### src/rtl/apb_mem_slave_if.sv
// APB4 bus bundle for apb_mem_slave: requester drives the select/enable/address
// group, the completer answers with read data, ready and error.
interface apb_mem_slave_if #(
    parameter int ADDR_W = 10,
    parameter int DATA_W = 32
);
    logic                  psel_i;
    logic                  penable_i;
    logic [ADDR_W-1:0]     paddr_i;
    logic                  pwrite_i;
    logic [DATA_W-1:0]     pwdata_i;
    logic [DATA_W/8-1:0]   pstrb_i;
    logic [DATA_W-1:0]     prdata_o;
    logic                  pready_o;
    logic                  pslverr_o;

    modport master (
        output psel_i, penable_i, paddr_i, pwrite_i, pwdata_i, pstrb_i,
        input  prdata_o, pready_o, pslverr_o
    );

    modport slave (
        input  psel_i, penable_i, paddr_i, pwrite_i, pwdata_i, pstrb_i,
        output prdata_o, pready_o, pslverr_o
    );
endinterface

### src/rtl/apb_mem_slave.sv
// APB4 completer over a word-addressed array with byte strobes and wait states.
// Define APB_MEM_SLAVE_RANDOM_WAIT_EN for LFSR-driven wait states capped at WAIT_CYCLES.
module apb_mem_slave #(
    parameter int ADDR_W      = 10,
    parameter int DATA_W      = 32,
    parameter int DEPTH       = 16,
    parameter int WAIT_CYCLES = 2
) (
    input  logic             clk,
    input  logic             reset,
    apb_mem_slave_if.slave   bus
);
    localparam int          BYTES   = DATA_W / 8;
    localparam int          OFF_W   = $clog2(BYTES);
    localparam int          MEM_AW  = (DEPTH > 1) ? $clog2(DEPTH) : 1;
    localparam logic [31:0] DEPTH_U = 32'(DEPTH);
    localparam logic [3:0]  WAIT_4  = 4'(WAIT_CYCLES);

    typedef enum logic [1:0] {IDLE, SETUP, ACCESS} state_t;

    state_t            state;
    state_t            phase;
    logic [3:0]        cnt;
    logic [3:0]        load_val;
    logic [ADDR_W-1:0] idx;
    logic [MEM_AW-1:0] widx;
    logic              addr_err;
    logic              complete;
    logic              proto_err;
    logic              wr_en;
    logic [DATA_W-1:0] mem [DEPTH];

    assign idx      = bus.paddr_i >> OFF_W;
    assign widx     = idx[MEM_AW-1:0];
    assign addr_err = (32'(idx) >= DEPTH_U);

`ifdef APB_MEM_SLAVE_RANDOM_WAIT_EN
    logic [3:0] lfsr;

    always_ff @(posedge clk or posedge reset) begin
        if (reset) begin
            lfsr <= 4'hE;
        end else begin
            lfsr <= {lfsr[2:0], lfsr[1] ^ lfsr[3]};
        end
    end

    assign load_val = (lfsr > WAIT_4) ? WAIT_4 : lfsr;
`else
    assign load_val = WAIT_4;
`endif

    // The register only records IDLE/ACCESS; SETUP is the bus setup cycle itself,
    // decoded here so a transfer spans exactly WAIT_CYCLES + 2 cycles.
    always_comb begin
        phase = IDLE;
        if (state == ACCESS) begin
            phase = ACCESS;
        end else if (bus.psel_i && !bus.penable_i) begin
            phase = SETUP;
        end
    end

    always_ff @(posedge clk or posedge reset) begin
        if (reset) begin
            state <= IDLE;
            cnt   <= 4'd0;
        end else begin
            case (phase)
                SETUP: begin
                    state <= ACCESS;
                    cnt   <= load_val;
                end
                ACCESS: begin
                    if (!bus.psel_i) begin
                        state <= IDLE;
                        cnt   <= 4'd0;
                    end else if (cnt != 4'd0) begin
                        cnt <= cnt - 4'd1;
                    end else if (bus.penable_i) begin
                        state <= IDLE;
                    end
                end
                default: state <= IDLE;
            endcase
        end
    end

    // Reset gates the responses so an in-flight enable cannot look like a protocol error.
    assign complete  = !reset && (state == ACCESS) && bus.psel_i && bus.penable_i && (cnt == 4'd0);
    assign proto_err = !reset && (state == IDLE) && bus.psel_i && bus.penable_i;
    assign wr_en     = complete && bus.pwrite_i && !addr_err;

    always_ff @(posedge clk) begin
        if (wr_en) begin
            for (int k = 0; k < BYTES; k++) begin
                if (bus.pstrb_i[k]) begin
                    mem[widx][8*k +: 8] <= bus.pwdata_i[8*k +: 8];
                end
            end
        end
    end

    assign bus.pready_o  = complete || proto_err;
    assign bus.pslverr_o = proto_err || (complete && addr_err);
    assign bus.prdata_o  = (complete && !bus.pwrite_i && !addr_err) ? mem[widx] : '0;

endmodule

### src/flat_wrapper.sv
// flat-port wrapper written by rule: the top's interface ports become plain ports
module apb_mem_slave_flat 
#(
    parameter int ADDR_W      = 10,
    parameter int DATA_W      = 32,
    parameter int DEPTH       = 16,
    parameter int WAIT_CYCLES = 2
)
  (clk, reset, bus_psel_i, bus_penable_i, bus_paddr_i, bus_pwrite_i, bus_pwdata_i, bus_pstrb_i, bus_prdata_o, bus_pready_o, bus_pslverr_o);
  apb_mem_slave_if #(.ADDR_W(ADDR_W), .DATA_W(DATA_W)) bus_i ();
  input  logic clk;
  input  logic reset;
  input wire logic [$bits(bus_i.psel_i)-1:0] bus_psel_i;
  input wire logic [$bits(bus_i.penable_i)-1:0] bus_penable_i;
  input wire logic [$bits(bus_i.paddr_i)-1:0] bus_paddr_i;
  input wire logic [$bits(bus_i.pwrite_i)-1:0] bus_pwrite_i;
  input wire logic [$bits(bus_i.pwdata_i)-1:0] bus_pwdata_i;
  input wire logic [$bits(bus_i.pstrb_i)-1:0] bus_pstrb_i;
  output wire logic [$bits(bus_i.prdata_o)-1:0] bus_prdata_o;
  output wire logic [$bits(bus_i.pready_o)-1:0] bus_pready_o;
  output wire logic [$bits(bus_i.pslverr_o)-1:0] bus_pslverr_o;
  assign bus_i.psel_i = bus_psel_i;
  assign bus_i.penable_i = bus_penable_i;
  assign bus_i.paddr_i = bus_paddr_i;
  assign bus_i.pwrite_i = bus_pwrite_i;
  assign bus_i.pwdata_i = bus_pwdata_i;
  assign bus_i.pstrb_i = bus_pstrb_i;
  assign bus_prdata_o = bus_i.prdata_o;
  assign bus_pready_o = bus_i.pready_o;
  assign bus_pslverr_o = bus_i.pslverr_o;
  apb_mem_slave #(.ADDR_W(ADDR_W), .DATA_W(DATA_W), .DEPTH(DEPTH), .WAIT_CYCLES(WAIT_CYCLES)) u_core (.clk(clk), .reset(reset), .bus(bus_i));
endmodule
### config.mk
export PLATFORM = sky130hd
export DESIGN_NAME = apb_mem_slave_flat
export DESIGN_NICKNAME = d
export VERILOG_FILES = /design/src/rtl/apb_mem_slave_if.sv /design/src/rtl/apb_mem_slave.sv /design/src/flat_wrapper.sv
export SDC_FILE = /design/constraint.sdc
export NUM_CORES = 1
export LEC_CHECK = 0
export BUFFER_PORTS_ARGS = -buffer_cell sky130_fd_sc_hd__buf_2
export CAP_MARGIN = 30
export CORE_UTILIZATION = 50
export CTS_CLUSTER_SIZE = 30
export DETAILED_ROUTE_END_ITERATION = 10
export GPL_TIMING_DRIVEN = 1
export HOLD_SLACK_MARGIN = 0.12
export PLACE_DENSITY = 0.77
export SLEW_MARGIN = 20
export SYNTH_ARGS = -nofsm -noshare
export SYNTH_HDL_FRONTEND = slang
export SYNTH_SLANG_ARGS = --single-unit
### constraint.sdc
create_clock -name clk -period 2.4 [get_ports clk]
set_input_delay 0.24 -clock clk [delete_from_list [all_inputs] [get_ports clk]]
set_output_delay 0.24 -clock clk [all_outputs]
set_load 0.005 [all_outputs]
== After elaboration in Yosys (flattened, before gate mapping) ==
Memory sizes are Yosys's and may differ from the RTL's.
Index checks and enable logic that the tools add are counted.
Word-level totals
  flip-flop bits (word level): 6
  memory bits (writable): 512
  input port bits: 51
  logic and storage cells: 58
  memories: 1
Memories
  u_core.mem: depth 16, bits a word 32, read ports 1, clocked after memory_dff 0, wr ports 1, line apb_mem_slave.sv:31  | logic [DATA_W-1:0] mem [DEPTH];
Operators by class
  add/subtract/negate cells: 1
  magnitude comparators: 1
  equality and inequality tests: 6
  mux-type cells: 22
  reduce and logical (&&, ||, !) cells: 25
Operators with widths (number)
  2-to-1 mux 32 bit: 1
  logical AND 1 bit: 13
  2-to-1 mux 1 bit: 13
  >= comparator 8 x 5 -> 1 bit, second input constant: 1
  2-to-1 mux 2 bit: 4
  2-to-1 mux 4 bit: 2
  one-hot mux 4 bit (2 select lines): 1
  != test 3 bit, second input constant: 2
  equality test 2 bit, second input constant: 2
  logical NOT 1 bit: 4
  logical NOT 4 bit: 1
  one-hot mux 2 bit (2 select lines): 1
  AND reduction 2 bit: 2
  nonzero test 4 bit: 1
  subtractor 4 x 1 -> 4 bit, second input constant: 1
  != test 3 x 2 -> 1 bit, second input constant: 1
  equality test 2 x 1 -> 1 bit, second input constant: 1
  logical NOT 2 bit: 1
  logical OR 1 bit: 2
  nonzero test 2 bit: 1

== Longest topological paths before layout ==
  depth after elaboration: 9
  gate-level depth with buffers: 6
  gate-level depth less buffers: 5

== Worst setup path after synthesis ==
No wires, ideal clock.
  path type: register to register
  start point: register u_core.cnt[0]
  end point: memory u_core.mem[14][10], enable pin
  data arrival time: 2.068 ns
  setup slack: -0.052 ns
  stages on the path, launching flop included: 7
  buffers on the path: 1
  cells stage by stage: dfrtp_1 inv_1 ha_1 nor3b_2 nand4_2 clkbuf_1 nor3_1
On the way
  longest elaborated chain between the ends: 6
Ends and longest elaborated chain
  start, declared: line apb_mem_slave.sv:23  | logic [3:0] cnt;
  start signal, assigned: line apb_mem_slave.sv:72  | cnt <= load_val;
  start signal, assigned: line apb_mem_slave.sv:79  | cnt <= cnt - 4'd1;
  logical NOT 4 bit: line apb_mem_slave.sv:90  | assign complete = !reset && (state == ACCESS) && bus.psel_i && bus.penable_i && (cnt == 4'd0);
  logical AND 1 bit: line apb_mem_slave.sv:90
  logical AND 1 bit (2 in a row): line apb_mem_slave.sv:92  | assign wr_en = complete && bus.pwrite_i && !addr_err;
  2-to-1 mux 1 bit: line apb_mem_slave.sv:95  | if (wr_en) begin
  2-to-1 mux 1 bit (implied by the code): line apb_mem_slave.sv:98  | mem[widx][8*k +: 8] <= bus.pwdata_i[8*k +: 8];
  end, declared: line apb_mem_slave.sv:31
Every way passes these cells.

== Worst setup path after layout ==
  start point: register u_core.cnt[0]
  end point: output port bus_prdata_o[29]
On the way
  longest elaborated chain between the ends: 5
Ends and longest elaborated chain
  logical NOT 4 bit: line apb_mem_slave.sv:90
  logical AND 1 bit: line apb_mem_slave.sv:90
  logical AND 1 bit (2 in a row): line apb_mem_slave.sv:106  | assign bus.prdata_o = (complete && !bus.pwrite_i && !addr_err) ? mem[widx] : '0;
  2-to-1 mux 32 bit: line apb_mem_slave.sv:106
  end, declared: line flat_wrapper.sv:19  | output wire logic [$bits(bus_i.prdata_o)-1:0] bus_prdata_o;
Every way passes these cells.

==> parameters.txt <==
Parameter                              Value

Outcome
  Outcome    complete, but fails checks
  Violated checks    setup timing

Setup path
  Depth of the worst register-to-register path    10
  Arrival time worst endpoint    2.33 ns
  Worst setup path endpoint    bus_prdata_o[29]
  WS Path Type    flip-flop to output port
  Endpoint type of the worst setup path    output port
  Crit start category    flip-flop
  Flop2flop setup slack    0.07 ns
  WP data required    2.16 ns
  Highest net fanout along the worst path    8
  Worst setup path startpoint    u_core.cnt[0]
  Reg-to-reg startpoint    u_core.cnt[0]
  Endpoint of the worst register-to-register path    u_core.mem[13][27]

Die
  Die area    0.04128 sq mm
  Die Y-Extent    203.2 um
  Die width    203.2 um
  Total I/O pin count    85
  Std-Cell Rows    73
  Core Box Area    0.03982 sq mm
  Starting utilization of the core area    50.82%

Timing
  Tcrit/Tclk final    107.3%
  Setup-violating endpoint count in the final report    32
  Relative slew slack    51.76%
  Final critical-path setup slack    -0.1742 ns
  Final Hold Violating Endpoints    0
  Final Slew Violations    0
  Maximum clock frequency    388.5 MHz
  Unrepaired setup endpoints after global routing    yes
  Setup clock skew after layout    0.01879 ns
  Time the final worst path needs with I/O delays and setup    2.574 ns
  Slew at the pin closest to its max-slew limit    0.7235 ns

Power and ir drop
  Clock Power Share    39.4%
  Switching share of power    20.50%
  P_sw    3.767 mW
  Peak supply drop    504.9 uV
  Tot Pwr    18.38 mW
  Sequential cell fraction of total power    54.3%
  Leakage power figure    8.065 nW
  Pwr Density    750.5 mW/mm^2
  Design internal power    14.61 mW
  Relative contribution of combinational cells to total power    6.3%

Synthesis
  Ys Warns    0
  Share of the synthesized area in the top cell type    75.97%
  Synthesized flop and latch total    517
  Synth area leaders    edfxtp_1 (76%), mux4_2 (14%), mux2i_1 (3.2%)
  Avg Synthesized Cell Area    21.83 sq um
  Cell type with the highest aggregate area in the netlist    edfxtp_1
  Commonest cells in the netlist    edfxtp_1 (512), mux4_2 (128), nor3_1 (66)
  Post-synthesis instance total    927
  Unique masters post-synth    31
  Number of nets produced by synthesis    980
  Most common flop cell mapped by yosys    edfxtp_1
  Netlist area before placement    0.02024 sq mm
  Number of flops mapped to enable cells by yosys    512
  Top-count cell post-synth    edfxtp_1
  Sequential fraction of the synthesis area    76.59%
  Fraction of registers with async set or reset after synthesis    0.9671%

GRT
  Maximum number of pins on one net before global-route repair    65
  Gr ovfl total    0
  Number of antenna violations at the first check in global routing    2
  Vias in the first global route    10,480
  Global-route wire length before repair    64,670 um
  Global-route usage over all layers    21.49%

Route
  DRC violations left    0
  DRT iter0 DRCs    950
  Post-detailed-route via-to-cell ratio    5.895
  DRT Wirelength    43,820 um
  Average routed wire per standard cell    25.60 um
  Detailed-route via count    10,090
  Detailed Routing Iterations Pass 1    5
  Remaining number of nets flagged by the antenna check after routing    0

CTS
  TritonCTS Sinks    517
  Cell at the root of the clock tree    clkbuf_16
  Clk_lat worst skew    0.56 ns
  Total clock buffers created by CTS    50
  Clock H-tree levels    2
  Maximum clock insertion buffer count    3
  Clock tree from TritonCTS    built
  Clock input transition at the sequential cells of the worst setup and hold paths    0.06 ns

Layout
  Share of final-layout standard cells stronger than drive strength 1    37.74%
  Non-filler instance count after layout    1,712
  Layout area overhead    21.00%
  Final nets    1,201
  N_diodes    0

Place
  Port Buf Inserts    82
  Dpl cells    1,572
  Last weighted congestion value of the routability-driven placer    0.7629
  Worst Setup Slack post-DPL    0.1109 ns
  Detailed Place HPWL    24,370 um

Min path
  Worst hold path type    primary input to async pin

Flow run
  Reported max-cap violation count    0
[cell families (layout without fill, tap and decap cells)]
logic type | count (synthesis) | after routing | share of synthesized area (%)
buffers and inverters | 65 | 325 | 1.651
AOI/OAI and AO/OA | 44 | 44 | 1.366
and+or+nand+nor | 105 | 105 | 2.764
adders and majority gates | 2 | 2 | 0.1236
DFF | 517 | 517 | 76.59
muxes | 193 | 193 | 17.46
xor gates and xnor gates | 1 | 1 | 0.04329
[per-stage QoR]
| stage | area [sq um] | setup TNS (ns) | util (%) | hold slack (ns) |
|---|---|---|---|---|
| finish | 24490 | -4.208 | 61.49 | 0.1833 |
| global placement | 22060 | 0 | 55.39 | 0.1922 |
| CTS | 24390 | -3.646 | 61.24 | 0.1782 |
| floorplan | 20360 | -14.45 | - | 0.02657 |
| detailed placement | 22060 | 0 | 55.39 | 0.1986 |
| global route | 24490 | -7.059 | 61.49 | 0.1967 |
[layout make-up]
type                    count  area [sq um]
fillers                  2788         15340
flip-flops and latches    517         15500
clock inverters            27         185.2
repair buffers            225          1909
inverters                   9         33.78
well taps                 525         656.9
clock buffers              64          1325
multi-input cells         345          4876
[state kept, by name, summed over array words and instances, names as in the netlist]
name / cells
u_core.cnt: 4
u_core.mem: 512
u_core.state: 1
[per-layer routing]
layer	part of all wire [%]	track usage (%)	wire, um	vias up
met5	0.018	0	8	-
met4	2.2	6.230	966	2
met3	7.1	3.819	3112	75
met2	51	36.57	22540	398
met1	39	28.55	17200	5235
li1	-	-	-	4383
[cell usage in the layout (no fill, tap or decap), types with 2 or more instances in the layout]
cell type | Yosys | layout
mux4_2 | 128 | 128
bufinv_16 | 0 | 2
o2bb2ai_1 | 2 | 2
a21oi_1 | 4 | 4
inv_2 | 0 | 2
o22ai_1 | 34 | 4
dfrtp_1 | 5 | 5
clkinv_4 | 0 | 3
buf_12 | 0 | 14
clkbuf_1 | 20 | 13
clkbuf_16 | 0 | 53
inv_1 | 9 | 7
buf_6 | 7 | 3
nand3_1 | 7 | 7
nor2b_1 | 7 | 7
buf_16 | 0 | 5
nand4_1 | 3 | 3
nor3_1 | 66 | 36
nor3_2 | 0 | 30
edfxtp_1 | 512 | 512
mux2i_1 | 65 | 65
o22ai_4 | 0 | 14
o21ai_0 | 2 | 2
buf_4 | 2 | 85
buf_2 | 24 | 79
clkinv_1 | 0 | 14
o22ai_2 | 0 | 16
clkinv_2 | 0 | 6
nor2_1 | 5 | 5
nand2_1 | 10 | 10
dlygate4sd3_1 | 0 | 36
[what timing repair did]
item	4_1_cts	5_1_grt
pin swaps	6	2
hold endpoints to repair	522	0
endpoints found under the setup margin	33	33
setup buffers	7	1
gates resized for setup	55	8
cloned	3	2
hold buffers	36	0
[worst min path at each step]
stage | to | slack, ns | depth (start not counted)
6_report | u_core.state[1] | 0.18 | 3
5_1_grt | u_core.state[1] | 0.20 | 3
4_1_cts | u_core.state[1] | 0.18 | 3
3_5_place_dp | u_core.state[1] | 0.20 | 2
3_3_place_gp | u_core.state[1] | 0.19 | 2
2_1_floorplan | u_core.cnt[0] | 0.03 | 1
[power groups by stage]
stage / clock network (mW) / registers, mW / logic [mW]
6_report: 7.25 / 9.97 / 1.16
4_1_cts: 7.32 / 9.97 / 1.12
3_5_place_dp: 0 / 10.2 / 0.942
3_3_place_gp: 0 / 10.2 / 0.915
2_1_floorplan: 0 / 10.2 / 0.606
5_1_grt: 7.70 / 9.97 / 1.24
[worst max-delay path, stage by stage, from the launching register on]
cell	delay (ns)
dfrtp_1	0.40
inv_2	0.10
ha_4	0.14
nor3b_4	0.22
nand4_1	0.14
buf_4	0.20
clkbuf_16	0.21
o22ai_4	0.21
buf_2	0.15
(Power assumes the default switching activity.)
